===== src/rtl/or_gate_arbiter.sv =====
// Round-robin arbiter sharing a single or_gate datapath among NREQ requesters.
// Each cycle at most one requester is accepted; its a|cin result and its index
// are captured into a one-entry response register with its own handshake.
//
// Handshake rules (both sides): a transfer happens on a rising edge where
// valid and ready are both high. Requesters hold valid and operands stable
// until accepted and must not derive valid from ready. req_ready is
// combinational from req_valid/rsp_ready/rst; the response side is registered.

// Shared bitwise-OR datapath element.
module or_gate #(
  parameter int WD = 4
) (
  input  logic [WD-1:0] a,
  input  logic [WD-1:0] cin,
  output logic [WD-1:0] out,
  output logic          fout
);
  assign out  = a | cin;
  assign fout = |out;
endmodule

module or_gate_arbiter #(
  parameter int WD   = 4,
  parameter int NREQ = 4,
  parameter int IDW  = (NREQ > 1) ? $clog2(NREQ) : 1
) (
  input  logic              clk,
  input  logic              rst,
  input  logic [NREQ-1:0]   req_valid,
  output logic [NREQ-1:0]   req_ready,
  input  logic [NREQ*WD-1:0] req_a,
  input  logic [NREQ*WD-1:0] req_cin,
  output logic              rsp_valid,
  input  logic              rsp_ready,
  output logic [IDW-1:0]    rsp_id,
  output logic [WD-1:0]     rsp_out,
  output logic              rsp_any,
  output logic              o_dbg_state,
  output logic [IDW-1:0]    o_dbg_ptr
);

  typedef enum logic {
    S_EMPTY = 1'b0,
    S_FULL  = 1'b1
  } state_t;

  state_t          r_state;
  state_t          w_state_nxt;
  logic [IDW-1:0]  r_ptr;
  logic [IDW-1:0]  r_id;
  logic [WD-1:0]   r_out;
  logic            r_any;

  logic [NREQ-1:0] w_rot;
  logic            w_found;
  logic [IDW-1:0]  w_winner;
  logic [IDW-1:0]  w_ptr_nxt;
  logic            w_en;
  logic [WD-1:0]   w_sel_a;
  logic [WD-1:0]   w_sel_cin;
  logic [WD-1:0]   w_or_out;
  logic            w_or_fout;

  // Rotate requests so that the pointer position becomes bit 0; the first
  // set bit of the rotated vector is the winner offset from the pointer.
  always_comb begin : p_pick
    logic [IDW:0] v_sum;
    v_sum    = '0;
    w_found  = 1'b0;
    w_winner = '0;
    w_rot    = NREQ'({req_valid, req_valid} >> r_ptr);
    for (int k = 0; k < NREQ; k++) begin
      if (!w_found && w_rot[k]) begin
        w_found = 1'b1;
        v_sum   = {1'b0, r_ptr} + (IDW+1)'(k);
        if (v_sum >= (IDW+1)'(NREQ)) begin
          v_sum = v_sum - (IDW+1)'(NREQ);
        end
        w_winner = v_sum[IDW-1:0];
      end
    end
  end

  // Accept when something is pending and the response slot is free or draining.
  assign w_en = !rst && w_found && ((r_state == S_EMPTY) || rsp_ready);

  // Pointer moves just past the winner, wrapping at NREQ.
  always_comb begin
    w_ptr_nxt = '0;
    if (w_winner != IDW'(NREQ - 1)) begin
      w_ptr_nxt = w_winner + IDW'(1);
    end
  end

  // Operand mux feeding the shared or_gate, plus the one-hot ready.
  always_comb begin
    w_sel_a   = '0;
    w_sel_cin = '0;
    req_ready = '0;
    for (int i = 0; i < NREQ; i++) begin
      if (w_winner == IDW'(i)) begin
        w_sel_a      = req_a[i*WD +: WD];
        w_sel_cin    = req_cin[i*WD +: WD];
        req_ready[i] = w_en;
      end
    end
  end

  or_gate #(.WD(WD)) u_or_gate (
    .a    (w_sel_a),
    .cin  (w_sel_cin),
    .out  (w_or_out),
    .fout (w_or_fout)
  );

  // Response-slot state register.
  always_ff @(posedge clk) begin
    if (rst) begin
      r_state <= S_EMPTY;
    end else begin
      r_state <= w_state_nxt;
    end
  end

  // Next state: an acceptance always fills the slot; a drain without a
  // same-edge acceptance empties it.
  always_comb begin
    w_state_nxt = r_state;
    case (r_state)
      S_EMPTY: if (w_en) w_state_nxt = S_FULL;
      S_FULL: begin
        if (w_en) begin
          w_state_nxt = S_FULL;
        end else if (rsp_ready) begin
          w_state_nxt = S_EMPTY;
        end
      end
      default: w_state_nxt = S_EMPTY;
    endcase
  end

  // Response payload and pointer only change on an acceptance, so a stalled
  // response stays bit-stable.
  always_ff @(posedge clk) begin
    if (rst) begin
      r_ptr <= '0;
      r_id  <= '0;
      r_out <= '0;
      r_any <= 1'b0;
    end else if (w_en) begin
      r_ptr <= w_ptr_nxt;
      r_id  <= w_winner;
      r_out <= w_or_out;
      r_any <= w_or_fout;
    end
  end

  assign rsp_valid   = (r_state == S_FULL);
  assign rsp_id      = r_id;
  assign rsp_out     = r_out;
  assign rsp_any     = r_any;
  assign o_dbg_state = r_state;
  assign o_dbg_ptr   = r_ptr;

endmodule


===== config.mk =====
export PLATFORM = sky130hd
export DESIGN_NAME = or_gate_arbiter
export DESIGN_NICKNAME = d
export VERILOG_FILES = /design/src/rtl/or_gate_arbiter.sv
export SDC_FILE = /design/constraint.sdc
export NUM_CORES = 1
export LEC_CHECK = 0
export ABC_AREA = 1
export CORE_ASPECT_RATIO = 1.4
export CORE_MARGIN = 8
export CORE_UTILIZATION = 39
export CTS_CLUSTER_DIAMETER = 40
export DETAILED_ROUTE_END_ITERATION = 10
export HOLD_SLACK_MARGIN = 0.05
export PLACE_DENSITY = 0.79
export SLEW_MARGIN = 20
export SYNTH_ARGS = -nofsm -noshare
export SYNTH_HDL_FRONTEND = slang
export SYNTH_SLANG_ARGS = --single-unit

===== constraint.sdc =====
create_clock -name clk -period 2.87 [get_ports clk]
set_clock_uncertainty 0.1 [all_clocks]
set_input_delay 0.574 -clock clk [delete_from_list [all_inputs] [get_ports clk]]
set_output_delay 0.574 -clock clk [all_outputs]
set_load 0.005 [all_outputs]

Word level (Yosys, flattened, before mapping)
Index checks and enable logic that the tools add are counted.
{"block": "totals", "mem_count": 0, "mem_bits_ro": 0, "ramBits": 0, "ff_bits": 10, "wordCells": 65, "latchBits": 0, "inputBits": 39}
{"block": "classes", "reduce_logical": 12, "addsub": 8, "n_mux": 29, "multipliers": 0, "div_mod_pow": 0, "order_cmp": 4, "shifts": 1, "n_bitwise": 2, "n_eq_ne": 4}
{"operator": "$mux W4", "n": 8}
{"operator": "$mux W2", "n": 9}
{"operator": "$mux W1", "n": 11}
{"operator": "$ge A3 B3 Y1 const B", "n": 3}
{"operator": "$shr A8 B2 Y4", "n": 1}
{"operator": "$sub A2 B1 Y2 const B", "n": 4}
{"operator": "$add A2 B2 Y3 const B", "n": 2}
{"operator": "$logic_and A1 B1 Y1", "n": 5}
{"operator": "$eq A2 B2 Y1 const B", "n": 2}
{"operator": "$logic_not A1 Y1", "n": 4}
{"operator": "$or A4 B4 Y4", "n": 1}
{"operator": "$reduce_or A4 Y1", "n": 1}
{"operator": "$add A2 B1 Y3 const B", "n": 1}
{"operator": "$ge A2 B3 Y1 const B", "n": 1}
{"operator": "$add A2 B1 Y2 const B", "n": 1}
{"operator": "$eq A2 B1 Y1 const B", "n": 1}
{"operator": "$logic_not A2 Y1", "n": 1}
{"operator": "$ne A2 B2 Y1 const B", "n": 1}
{"operator": "$pmux W1 S2", "n": 1}
{"operator": "$logic_or A1 B1 Y1", "n": 1}
{"operator": "$not A1 Y1", "n": 1}

Logic depth before layout (Yosys ltp)
Gate-level depths: netlist of run 1.
{"block": "depth", "word_depth": 18, "mapped_depth": 23, "depth_no_buf": 22}

Modules after synthesis
From an unflattened synthesis of run 1, not the netlist that was laid out.
{"block": "unflattened", "cells_unflattened": 172, "area_unflattened_um2": 1079.8}
{"module": "or_gate_arbiter", "instances": 1, "area_per_inst_um2": 1016.0, "cells_per_inst": 157}
{"module": "or_gate", "instances": 1, "area_per_inst_um2": 63.8, "cells_per_inst": 15}

Worst setup path after synthesis of run 1
OpenSTA, ideal clock, no wires.
{"block": "synth_timing", "path_kind": "input port to flip-flop", "start": "input port req_valid[2]", "end": "register r_any, in the netlist rsp_any", "required_time_ns": 2.655, "path_stages": 19, "slack_ns": 0.450, "path_buffers": 0, "arrival_time_ns": 2.205, "setup_time_ns": 0.115, "path_cell_list": "nand2_1 > nand2_1 > nand2_1 > nand2_1 > o21ai_0 > nand2_1 > nand2_1 > nand2_1 > inv_1 > ha_1 > clkinv_1 > nor2_1 > nand2_1 > nand2_1 > nand2_1 > a21boi_0 > nand3_1 > nor2_1 > nor2_1"}
{"block": "synth_via", "elab_chain_len": 18}
{"element": "start, declared", "line_no": "30", "source": "input logic [NREQ-1:0] req_valid,"}
{"element": "$shr A8 B2 Y4 *", "line_no": "72", "source": "w_rot = NREQ'({req_valid, req_valid} >> r_ptr);"}
{"element": "$mux W1", "line_no": "74", "source": "if (!w_found && w_rot[k]) begin"}
{"element": "$logic_not A1 Y1", "line_no": "74"}
{"element": "$logic_and A1 B1 Y1", "line_no": "74"}
{"element": "$mux W1", "line_no": "74"}
{"element": "$logic_not A1 Y1", "line_no": "74"}
{"element": "$logic_and A1 B1 Y1", "line_no": "74"}
{"element": "$mux W1", "line_no": "74"}
{"element": "$logic_not A1 Y1", "line_no": "74"}
{"element": "$logic_and A1 B1 Y1", "line_no": "74"}
{"element": "$mux W2 *", "line_no": "74"}
{"element": "via w_winner[0]", "line_no": "57", "source": "logic [IDW-1:0] w_winner;"}
{"element": "$logic_not A2 Y1", "line_no": "102", "source": "if (w_winner == IDW'(i)) begin"}
{"element": "$mux W4 (4 in a row)", "line_no": "102"}
{"element": "$or A4 B4 Y4 *", "line_no": "19", "source": "assign out = a | cin;"}
{"element": "$reduce_or A4 Y1 *", "line_no": "20", "source": "assign fout = |out;"}
{"element": "end signal, assigned", "line_no": "155", "source": "r_any <= w_or_fout;"}
{"element": "end, declared", "line_no": "53", "source": "logic r_any;"}
Mark *: on every way through the listed nets, which the timed path passes. The rest lies on a longest branch.
A chain may end at the register's enable or synchronous reset.

Final worst setup path of run 1
{"block": "layout_timing", "start": "register r_ptr[0], in the netlist o_dbg_ptr[0]", "end": "output port req_ready[2]"}
{"block": "layout_via", "elab_chain_len": 14}
{"element": "start, declared", "line_no": "50", "source": "logic [IDW-1:0] r_ptr;"}
{"element": "start signal, assigned", "line_no": "152", "source": "r_ptr <= w_ptr_nxt;"}
{"element": "parallel branches: the longest is 13 deep, another holds $add A2 B1 Y3"}
{"element": "$mux W1 *", "line_no": "102"}
{"element": "end, declared", "line_no": "31", "source": "output logic [NREQ-1:0] req_ready,"}
Mark *: on every way between the ends.

==> results of run 1 <==
[stage by stage]
| stage | setup TNS, ps | instances | setup WS, ps |
|---|---|---|---|
| final | 0 | 282 | 156 |
| after global routing | 0 | 282 | 4.81 |
| after CTS | 0 | 282 | 1.01 |
| after detailed placement | -3550 | 278 | -579 |
| after global placement | -3060 | 278 | -513 |
| after floorplan | 0 | 174 | 450 |
[cell usage after synthesis]
| cell | count |
|---|---|
| a31oi_1 | 1 |
| inv_8 | 1 |
| nand4_1 | 1 |
| o21ai_0 | 10 |
| inv_2 | 3 |
| nand4_4 | 1 |
| a21boi_0 | 1 |
| ha_1 | 4 |
| nand2_4 | 3 |
| nor3_1 | 1 |
| or3_1 | 1 |
| nand3_2 | 2 |
| nand3_1 | 18 |
| clkinv_1 | 1 |
| buf_4 | 1 |
| a21oi_1 | 5 |
| xor2_1 | 1 |
| nor2_1 | 19 |
| o21ai_1 | 3 |
| nand2_2 | 8 |
| inv_4 | 1 |
| buf_6 | 2 |
| inv_1 | 26 |
| dfxtp_1 | 10 |
| buf_8 | 1 |
| nand2_1 | 49 |
[layout make-up]
| type | instances | area share (%) |
|---|---|---|
| tap | 36 | 2.54 |
| sequential | 10 | 11.4 |
| clock buffer | 4 | 2.05 |
| multi-input combinational | 128 | 39.1 |
| inverter | 32 | 7.33 |
| timing repair buffer | 72 | 37.6 |
[sequential cells by signal, summed over array words and instances, names as in the netlist]
register     cells
rsp_out          4
o_dbg_ptr        2
rsp_id           2
o_dbg_state      1
rsp_any          1
[how the worst max path moves through the flow]
stage / end
after floorplan: rsp_any
after global routing: req_ready[0]
after detailed placement: req_ready[3]
after global placement: req_ready[3]
after CTS: req_ready[0]
final: req_ready[2]
[kinds of logic (layout without fill, tap and decap cells)]
family | after synthesis | count (layout) | share of synthesized area (%)
DFF | 10 | 10 | 19.5
and+or+nand+nor | 103 | 103 | 47.6
xor gates and xnor gates | 1 | 1 | 0.854
AOI/OAI and AO/OA | 20 | 20 | 10.1
adders and majority gates | 4 | 4 | 4.88
buffers and inverters | 36 | 108 | 17.1
[power groups by stage]
| stage | clock network, mW | logic (mW) | registers [mW] |
|---|---|---|---|
| 3_3_place_gp | 0 | 1.71 | 0.232 |
| 3_5_place_dp | 0 | 1.74 | 0.233 |
| 4_1_cts | 0.127 | 1.76 | 0.230 |
| 6_report | 0.122 | 1.79 | 0.231 |
| 5_1_grt | 0.133 | 2.01 | 0.238 |
| 2_1_floorplan | 0 | 0.929 | 0.233 |
[layer usage]
layer | wire length [um] | vias up | global-route usage (%)
met5 | 0 | - | 0
li1 | - | 687 | -
met1 | 1350 | 550 | 15.9
met4 | 12 | 0 | 4.09
met3 | 287 | 2 | 3.51
met2 | 1530 | 41 | 24.7
[worst reg2reg max path, stage by stage, from the launching register on]
cell	delay (ps)
dfxtp_2	340
buf_12	130
inv_8	50
nand2_4	60
nand2_1	50
nand2_1	70
nand2_2	90
a31oi_1	220
nand3_2	100
nand2_2	90
buf_4	110
ha_1	130
clkinv_1	70
buf_4	160
nor2_1	90
nand2_1	50
nand2_1	60
nand2_1	60
a21oi_1	190
nand3_1	110
nor2_1	110
nor2_1	40
[repair_timing]
| item | CTS | global route |
|---|---|---|
| buffers inserted | 0 | 0 |
| gates resized for setup | 17 | 20 |
| pin swaps | 2 | 3 |
| setup endpoints to repair | 6 | 6 |
==> impl_metrics.json, run 1 <==
{
  "outcome": "finished, final reports clean",
  "first_iter_violations": 23,
  "clockRootBuffer": "clkbuf_4",
  "antenna_cells": 0,
  "drt_pass1_iterations": 4,
  "placedInstanceArea_um2": 1720,
  "synthesis.nets": 217,
  "tritoncts.num_buffers": 3,
  "internal_cell_power_mw": 1.16,
  "relSlewSlack_pct": 84.4,
  "final_hold_viol_count": 0,
  "area_delta_synth_final_pct": 72.9,
  "layout.cells.most_common_list": "45 x nand2_1, 45 x clkdlybuf4s50_1, 24 x inv_1",
  "effective_utilization_at_floorplan_pct": 40.1,
  "r2r_start": "o_dbg_ptr[0]",
  "synth_sequential_area_ratio_pct": 19.5,
  "sum_of_routed_wire_length_over_all_layers_mm": 3.19,
  "grt_first_pass_wirelength_mm": 5.35,
  "critical-path-max-stage-delay_ps": 330,
  "worstHoldPathType": "flop to flop",
  "hold-worst-slack_ps": 367,
  "critical_path.cell_chain": "buf_12, inv_8, nand2_2, nand3_2, nand2_4, inv_2, buf_12, nand4_4, nand2_1, buf_4, ha_1, inv_2, nor2_1, clkdlybuf4s15_1",
  "cp_num_cells": 14,
  "min_delay_worst_endpoint": "rsp_id[0]",
  "critPathMaxFanout": 10,
  "dp_hpwl_mm": 2.72,
  "num_vias": 1280,
  "multi_input_combinational_cell_area_um2": 694,
  "worst_hold_startpoint": "rsp_id[0]",
  "startpoint_type": "flop",
  "ys_seq_elements": 10,
  "tritoncts": "built",
  "die_area_um2": 4550,
  "pins_over_slew_limit": 0,
  "comb_power_share_pct": 83.5,
  "io_pins": 54,
  "leakagePower_nw": 0.917,
  "final_design_area_excluding_fillers_um2": 1770,
  "power_mw": 2.15,
  "htreeDepth": 1,
  "clkLatencyLatePin_ps": 260,
  "rr_endpoint": "rsp_any",
  "netlist.area_leader.share_pct": 19.5,
  "power_frac_seq_pct": 10.8,
  "floorplan_die_width_um": 59.4,
  "path_clk_slew_ps": 60,
  "numClockSinks": 10,
  "critical-path-slowest-cell": "dfxtp_2",
  "ys_top_cells_by_area": "dfxtp_1 20%, nand2_1 18%, inv_1 9.5%, nand3_1 8.8%, nor2_1 7.0%",
  "final-setup-viol-count": 0,
  "antenna_violating_nets_post_route": 0,
  "crit_path_category": "flop to output pin",
  "worst_margin_pin_slew_ps": 234,
  "required_ps": 2200,
  "min_path_cells": 2,
  "grt_remaining_overflow": 0,
  "path_buf_inv": 7,
  "part_of_the_power_in_the_clock_network_pct": 5.7,
  "syn-cell-area_um2": 1030,
  "placementRows": 22,
  "number_of_antenna_violations_at_the_first_check_in_global_routing": 0,
  "yosys.area.top_type": "dfxtp_1",
  "cp-startpoint": "o_dbg_ptr[0]",
  "timing.max_cap.violations": 0,
  "ctsLongestPathBuffers": 2,
  "ff_latch_area_um2": 201,
  "fmax_mhz": 368,
  "p_sw_share_pct": 45.8,
  "final_util_pct": 69.3,
  "count_of_different_cell_masters_after_synthesis": 26,
  "timing.reg2reg.worst_path_depth": 21,
  "critical_path.top_delay_family": "buffers and inverters",
  "gr-usage-all-layers_pct": 14.1,
  "endpoint_kind": "output pin",
  "power-per-cell-area_nw_per_um2": 1210,
  "placement.io_buffers": 53,
  "layout.filler_cells": 249,
  "grt_setup_unrepaired": "no",
  "placeableCoreArea_um2": 2560,
  "layout.nets": 290,
  "synthesis.instances": 174,
  "wl_cell_um": 11.3,
  "drive_above_1_share_pct": 24.0,
  "place_congestion": 0.875,
  "worst_ep_arrival_time_ps": 2040,
  "timing.final.crit_period_ps": 2710,
  "floorplan.die.height_um": 76.7,
  "synthesis.area_per_instance_um2": 5.90,
  "p_switching_mw": 0.983,
  "ctsHoldBuffers": 0,
  "post-route-drc-count": 0,
  "via_count_of_the_first_global_routing_pass": 1266,
  "avgViaCountPerCell": 4.54,
  "post-route-period-util_pct": 94.6,
  "maximum_number_of_pins_on_one_net_before_global_route_repair": 11,
  "number_of_warning_messages_in_the_yosys_log": 0,
  "irDropWorstVdd_uv": 785,
  "worst-r2r-setup-slack_ps": 290
}
(Power assumes the default switching activity.)
==> run 2: changes to the inputs <==
- CORE_UTILIZATION: 39 -> 40
- SETUP_SLACK_MARGIN: unset -> 0.1
- SKIP_CTS_REPAIR_TIMING: unset -> 1
- SYNTH_HIERARCHICAL: unset -> 1
==> impl_metrics.json, run 2 <==
{
  "pins_over_slew_limit": 0,
  "area_delta_synth_final_pct": 76.4,
  "worst_ep_arrival_time_ps": 2100,
  "grt_first_pass_wirelength_mm": 5.69,
  "clkLatencyLatePin_ps": 250,
  "number_of_antenna_violations_at_the_first_check_in_global_routing": 0,
  "synthesis.nets": 215,
  "number_of_warning_messages_in_the_yosys_log": 6,
  "ctsLongestPathBuffers": 2,
  "clockRootBuffer": "clkbuf_4",
  "post-route-period-util_pct": 96.8,
  "maximum_number_of_pins_on_one_net_before_global_route_repair": 17,
  "tritoncts": "built",
  "syn-cell-area_um2": 1080,
  "multi_input_combinational_cell_area_um2": 857,
  "irDropWorstVdd_uv": 1160,
  "layout.nets": 281,
  "drt_pass1_iterations": 4,
  "netlist.area_leader.share_pct": 18.5,
  "count_of_different_cell_masters_after_synthesis": 24,
  "htreeDepth": 1,
  "synth_ff_type": "dfxtp_1",
  "tritoncts.num_buffers": 3,
  "dp_hpwl_mm": 2.92,
  "antenna_cells": 0,
  "critical-path-max-stage-delay_ps": 220,
  "effective_utilization_at_floorplan_pct": 41.7,
  "placement.io_buffers": 53,
  "crit_path_category": "input port to output pin",
  "placementRows": 22,
  "outcome": "finished, final reports clean",
  "grt_remaining_overflow": 0,
  "final_util_pct": 73.6,
  "die_area_um2": 4640,
  "floorplan.die.height_um": 77.5,
  "ys_top_cells_by_area": "dfxtp_1 19%, nand2_1 15%, nand3_1 9.3%, inv_1 7.0%, nor2_1 7.0%",
  "placeableCoreArea_um2": 2590,
  "power-per-cell-area_nw_per_um2": 1490,
  "cp-startpoint": "req_valid[2]",
  "postLayoutSetupSlackWorst_ps": 92.1,
  "ff_latch_area_um2": 204,
  "layout.filler_cells": 197,
  "synth_sequential_area_ratio_pct": 18.5,
  "critical_path.cell_chain": "dlymetal6s2s_1, inv_1, nand2_2, nand3_2, nand2_4, a21oi_1, nand2_1, nand3_4, ha_1, clkinv_1, nor2_1, dlymetal6s2s_1",
  "synthesis.area_per_instance_um2": 6.28,
  "layout.cells.most_common": "clkdlybuf4s50_1",
  "worst_path_most_repeated_cell": "dlymetal6s2s_1",
  "required_ps": 2200,
  "worst_margin_pin_slew_ps": 259,
  "avgViaCountPerCell": 5.06,
  "final_hold_viol_count": 0,
  "critical_path.top_delay_family": "simple AND/OR/NAND/NOR gates",
  "number_of_enable_type_register_cells_in_the_synthesized_netlist": 0,
  "synthesis.instances": 172,
  "grt_setup_unrepaired": "yes",
  "timing.final.crit_period_ps": 2780,
  "floorplan_die_width_um": 59.9,
  "layout.cells.most_common_list": "45 x clkdlybuf4s50_1, 35 x nand2_1, 18 x inv_1, 18 x nor2_1, 16 x nand3_1",
  "worst_hold_startpoint": "rsp_out[3]",
  "hold-worst-slack_ps": 368,
  "critical-path-slowest-cell": "a21oi_1",
  "yosys-top-cells-count": "42 x nand2_1, 20 x inv_1, 20 x nand3_1, 20 x nor2_1, 10 x dfxtp_1",
  "post-route-drc-count": 0,
  "yosys.area.top_type": "dfxtp_1",
  "io_pins": 54,
  "wl_cell_um": 14.0,
  "via_count_of_the_first_global_routing_pass": 1399,
  "largest_register_ffs": 4,
  "startpoint_type": "input port",
  "sum_of_routed_wire_length_over_all_layers_mm": 3.81,
  "endpoint_kind": "output pin",
  "power_mw": 2.85,
  "place_congestion": 0.794,
  "timing.max_cap.violations": 0,
  "first_iter_violations": 27,
  "synthArstFlopShare_pct": 0,
  "post-synth-top-count-cell": "nand2_1",
  "worstHoldPathType": "flop to flop",
  "path_clk_slew_ps": 60,
  "final-setup-viol-count": 0,
  "path_buf_inv": 4,
  "numClockSinks": 10,
  "antenna_violating_nets_post_route": 0,
  "drive_above_1_share_pct": 30.1,
  "leakagePower_nw": 0.947,
  "r2r_start": "o_dbg_ptr[0]",
  "critPathMaxFanout": 3,
  "relSlewSlack_pct": 82.6,
  "ys_seq_elements": 10,
  "placement.setup.worst_slack_ps": -578,
  "num_vias": 1377,
  "gr-usage-all-layers_pct": 15.0,
  "fmax_mhz": 360
}
[run 2: cell types whose count changed in the layout (fill, tap and decap cells not counted), sizes merged, moves of 2 or more]
cell,before,now
nand2,60,54
inv,31,26
nor2,19,21
dlymetal6s2s,0,5
o31ai,0,8
a221oi,0,8
nand3,20,23
clkbuf,10,6
o21ai,13,2
a21oi,5,3
buf,19,16
[run 2: worst paths after layout]
check / depth (start not counted) / slack, ps / end
setup / recovery: 12 / 90 / req_ready[2]
hold / removal: 2 / 370 / rsp_out[3]
setup reg to reg: 20 / 190 / rsp_any
hold reg to reg: 2 / 370 / rsp_out[3]
[run 2: routing by layer]
| metal | routed length, um | global-route usage (%) |
|---|---|---|
| met1 | 1300 | 13.6 |
| met2 | 2110 | 28.5 |
| met3 | 330 | 5.28 |
| met4 | 68 | 5.76 |
| met5 | 0 | 0 |
[run 2: power by group]
group	switching, mW	internal, mW	total, mW	leakage (nW)
Combinational	1.35	1.15	2.50	0.849
Clock	0.0407	0.0480	0.0887	0.0138
Sequential	0.0539	0.207	0.261	0.0840
[run 2: cells by family after synthesis]
group	after synthesis	share of synthesized area, %
AO/OA/AOI/OAI	22	14.9
XOR/XNOR	1	0.811
adder cells (fa/ha/maj)	4	4.64
buffers and inverters	36	15.1
flip-flops	10	18.5
AND/OR/NAND/NOR	99	46.0
[run 2: worst reg2reg max path, cell delays in order, from the launching register on]
cell      delay, ps
dfxtp_4         390
inv_8           100
nand2_2          60
nand3_2         110
nand2_4          90
a21oi_1         220
nand2_1         150
nand3_4         120
inv_2            60
ha_4            160
buf_6           130
nor2_4          100
buf_6           160
a221oi_2         70
o31ai_1         210
inv_1            90
nand2_1          90
nor2_1           50
nand2_1          60
nand2_1          40
nand2_1          50
[run 2: cell type report]
class | count | area share [%]
multi-input combinational | 126 | 45.0
sequential | 10 | 10.7
clock buffer | 3 | 1.18
tap | 36 | 2.37
timing repair buffer | 69 | 34.8
inverter | 28 | 5.91
[run 2: through the flow]
| step | TNS (ps) | area (um^2) | cells |
|---|---|---|---|
| 2_1_floorplan | 0 | 1080 | 172 |
| 3_3_place_gp | -3830 | 1700 | 265 |
| 3_5_place_dp | -4390 | 1700 | 265 |
| 4_1_cts | -3110 | 1720 | 268 |
| 5_1_grt | -52.3 | 1900 | 272 |
| 6_report | 0 | 1900 | 272 |
==> run 3: changes to the inputs <==
- CORE_UTILIZATION: 40 -> 39
- SYNTH_HIERARCHICAL: 1 -> unset
==> impl_metrics.json, run 3 (synthesis gave the netlist of run 1 again) <==
{
  "outcome": "finished, final reports clean",
  "die_area_um2": 4550,
  "startpoint_type": "flop",
  "final-setup-viol-count": 0,
  "worst_margin_pin_slew_ps": 234,
  "critical_path.cell_chain": "buf_12, inv_8, nand2_4, nand2_1, nand2_1, nand2_2, a31oi_1, nand3_2, nand2_2, buf_4, ha_1, clkinv_1, nor2_1, buf_2",
  "effective_utilization_at_floorplan_pct": 40.1,
  "ctsLongestPathBuffers": 2,
  "dp_hpwl_mm": 2.72,
  "final_hold_viol_count": 0,
  "wl_cell_um": 11.8,
  "placeableCoreArea_um2": 2560,
  "power-per-cell-area_nw_per_um2": 1220,
  "timing.final.crit_period_ps": 2670,
  "via_count_of_the_first_global_routing_pass": 1250,
  "num_vias": 1297,
  "post-route-period-util_pct": 93.0,
  "htreeDepth": 1,
  "critical-path-slowest-cell": "dfxtp_4",
  "floorplan_die_width_um": 59.4,
  "tritoncts": "built",
  "tritoncts.num_buffers": 3,
  "first_iter_violations": 50,
  "irDropWorstVdd_uv": 734,
  "critical-path-max-stage-delay_ps": 370,
  "final.setup.tns_ps": 0,
  "grt_setup_unrepaired": "yes",
  "worstHoldPathType": "flop to flop",
  "path_buf_inv": 5,
  "timing.max_cap.violations": 0,
  "post-route-drc-count": 0,
  "io_pins": 54,
  "endpoint_kind": "output pin",
  "worst_ep_arrival_time_ps": 1990,
  "grt_remaining_overflow": 0,
  "gr-usage-all-layers_pct": 13.8,
  "placedInstanceArea_um2": 1720,
  "number_of_antenna_violations_at_the_first_check_in_global_routing": 0,
  "area_delta_synth_final_pct": 78.5,
  "numClockSinks": 10,
  "required_ps": 2200,
  "clkLatencyLatePin_ps": 260,
  "maximum_number_of_pins_on_one_net_before_global_route_repair": 11,
  "leakagePower_nw": 0.969,
  "grt_first_pass_wirelength_mm": 5.26,
  "path_clk_slew_ps": 70,
  "relSlewSlack_pct": 84.4,
  "placement.setup.worst_slack_ps": -579,
  "placementRows": 22,
  "drive_above_1_share_pct": 26.3,
  "placement.io_buffers": 53,
  "fmax_mhz": 375,
  "final_util_pct": 71.6,
  "floorplan.die.height_um": 76.7,
  "critPathMaxFanout": 8,
  "largest_register_ffs": 4,
  "sum_of_routed_wire_length_over_all_layers_mm": 3.33,
  "clockRootBuffer": "clkbuf_4",
  "drt_pass1_iterations": 4,
  "pins_over_slew_limit": 0,
  "power_mw": 2.24,
  "layout.nets": 291,
  "antenna_violating_nets_post_route": 0,
  "critical_path.top_delay_family": "simple AND/OR/NAND/NOR gates",
  "final_design_area_excluding_fillers_um2": 1830,
  "layout.cells.most_common_list": "45 x clkdlybuf4s50_1, 43 x nand2_1, 24 x inv_1",
  "crit_path_category": "flop to output pin",
  "avgViaCountPerCell": 4.58,
  "place_congestion": 0.875,
  "postLayoutSetupSlackWorst_ps": 201,
  "layout.cells.most_common": "clkdlybuf4s50_1",
  "antenna_cells": 0
}
==> run 3: final timing paths <==
| check | from | to | slack [ps] | cells past startpoint |
|---|---|---|---|---|
| min reg2reg | rsp_id[0] | rsp_id[0] | 370 | 2 |
| min | rsp_id[0] | rsp_id[0] | 370 | 2 |
| max reg2reg | o_dbg_ptr[0] | rsp_any | 290 | 21 |
| max | o_dbg_ptr[0] | req_ready[1] | 200 | 14 |
==> run 3: through the flow <==
step	cells	hold WS, ps
after CTS	282	370
after floorplan	174	355
after global placement	278	358
after detailed placement	278	358
final	283	370
after global routing	283	384
==> run 3: routing by layer <==
layer	up-vias	global-route usage (%)	share of wire (%)
li1	685	-	-
met1	565	15.5	42
met2	45	24.6	49
met3	2	3.34	8.5
met4	0	3.61	0.36
met5	-	0	0
==> run 3: area by class of cell <==
type / instances / area [um^2]
clock buffers: 4 / 36.3
flip-flops and latches: 10 / 205
well taps: 36 / 45.0
inverters: 32 / 130
multi-input cells: 128 / 709
fillers: 234 / 728
repair buffers: 73 / 706
==> run 3: power by group <==
part / switching [mW] / leakage (nW) / internal, mW / total [mW]
logic: 0.940 / 0.864 / 0.938 / 1.88
registers: 0.0378 / 0.0841 / 0.203 / 0.240
clock network: 0.0465 / 0.0210 / 0.0769 / 0.123
==> run 3: worst min-delay path, delay by kind of cell, from the launching register on <==
| kind | cells | cell delay [ps] |
|---|---|---|
| AO/OA/AOI/OAI | 1 | 50 |
| AND/OR/NAND/NOR | 1 | 60 |
| flip-flops | 1 | 310 |
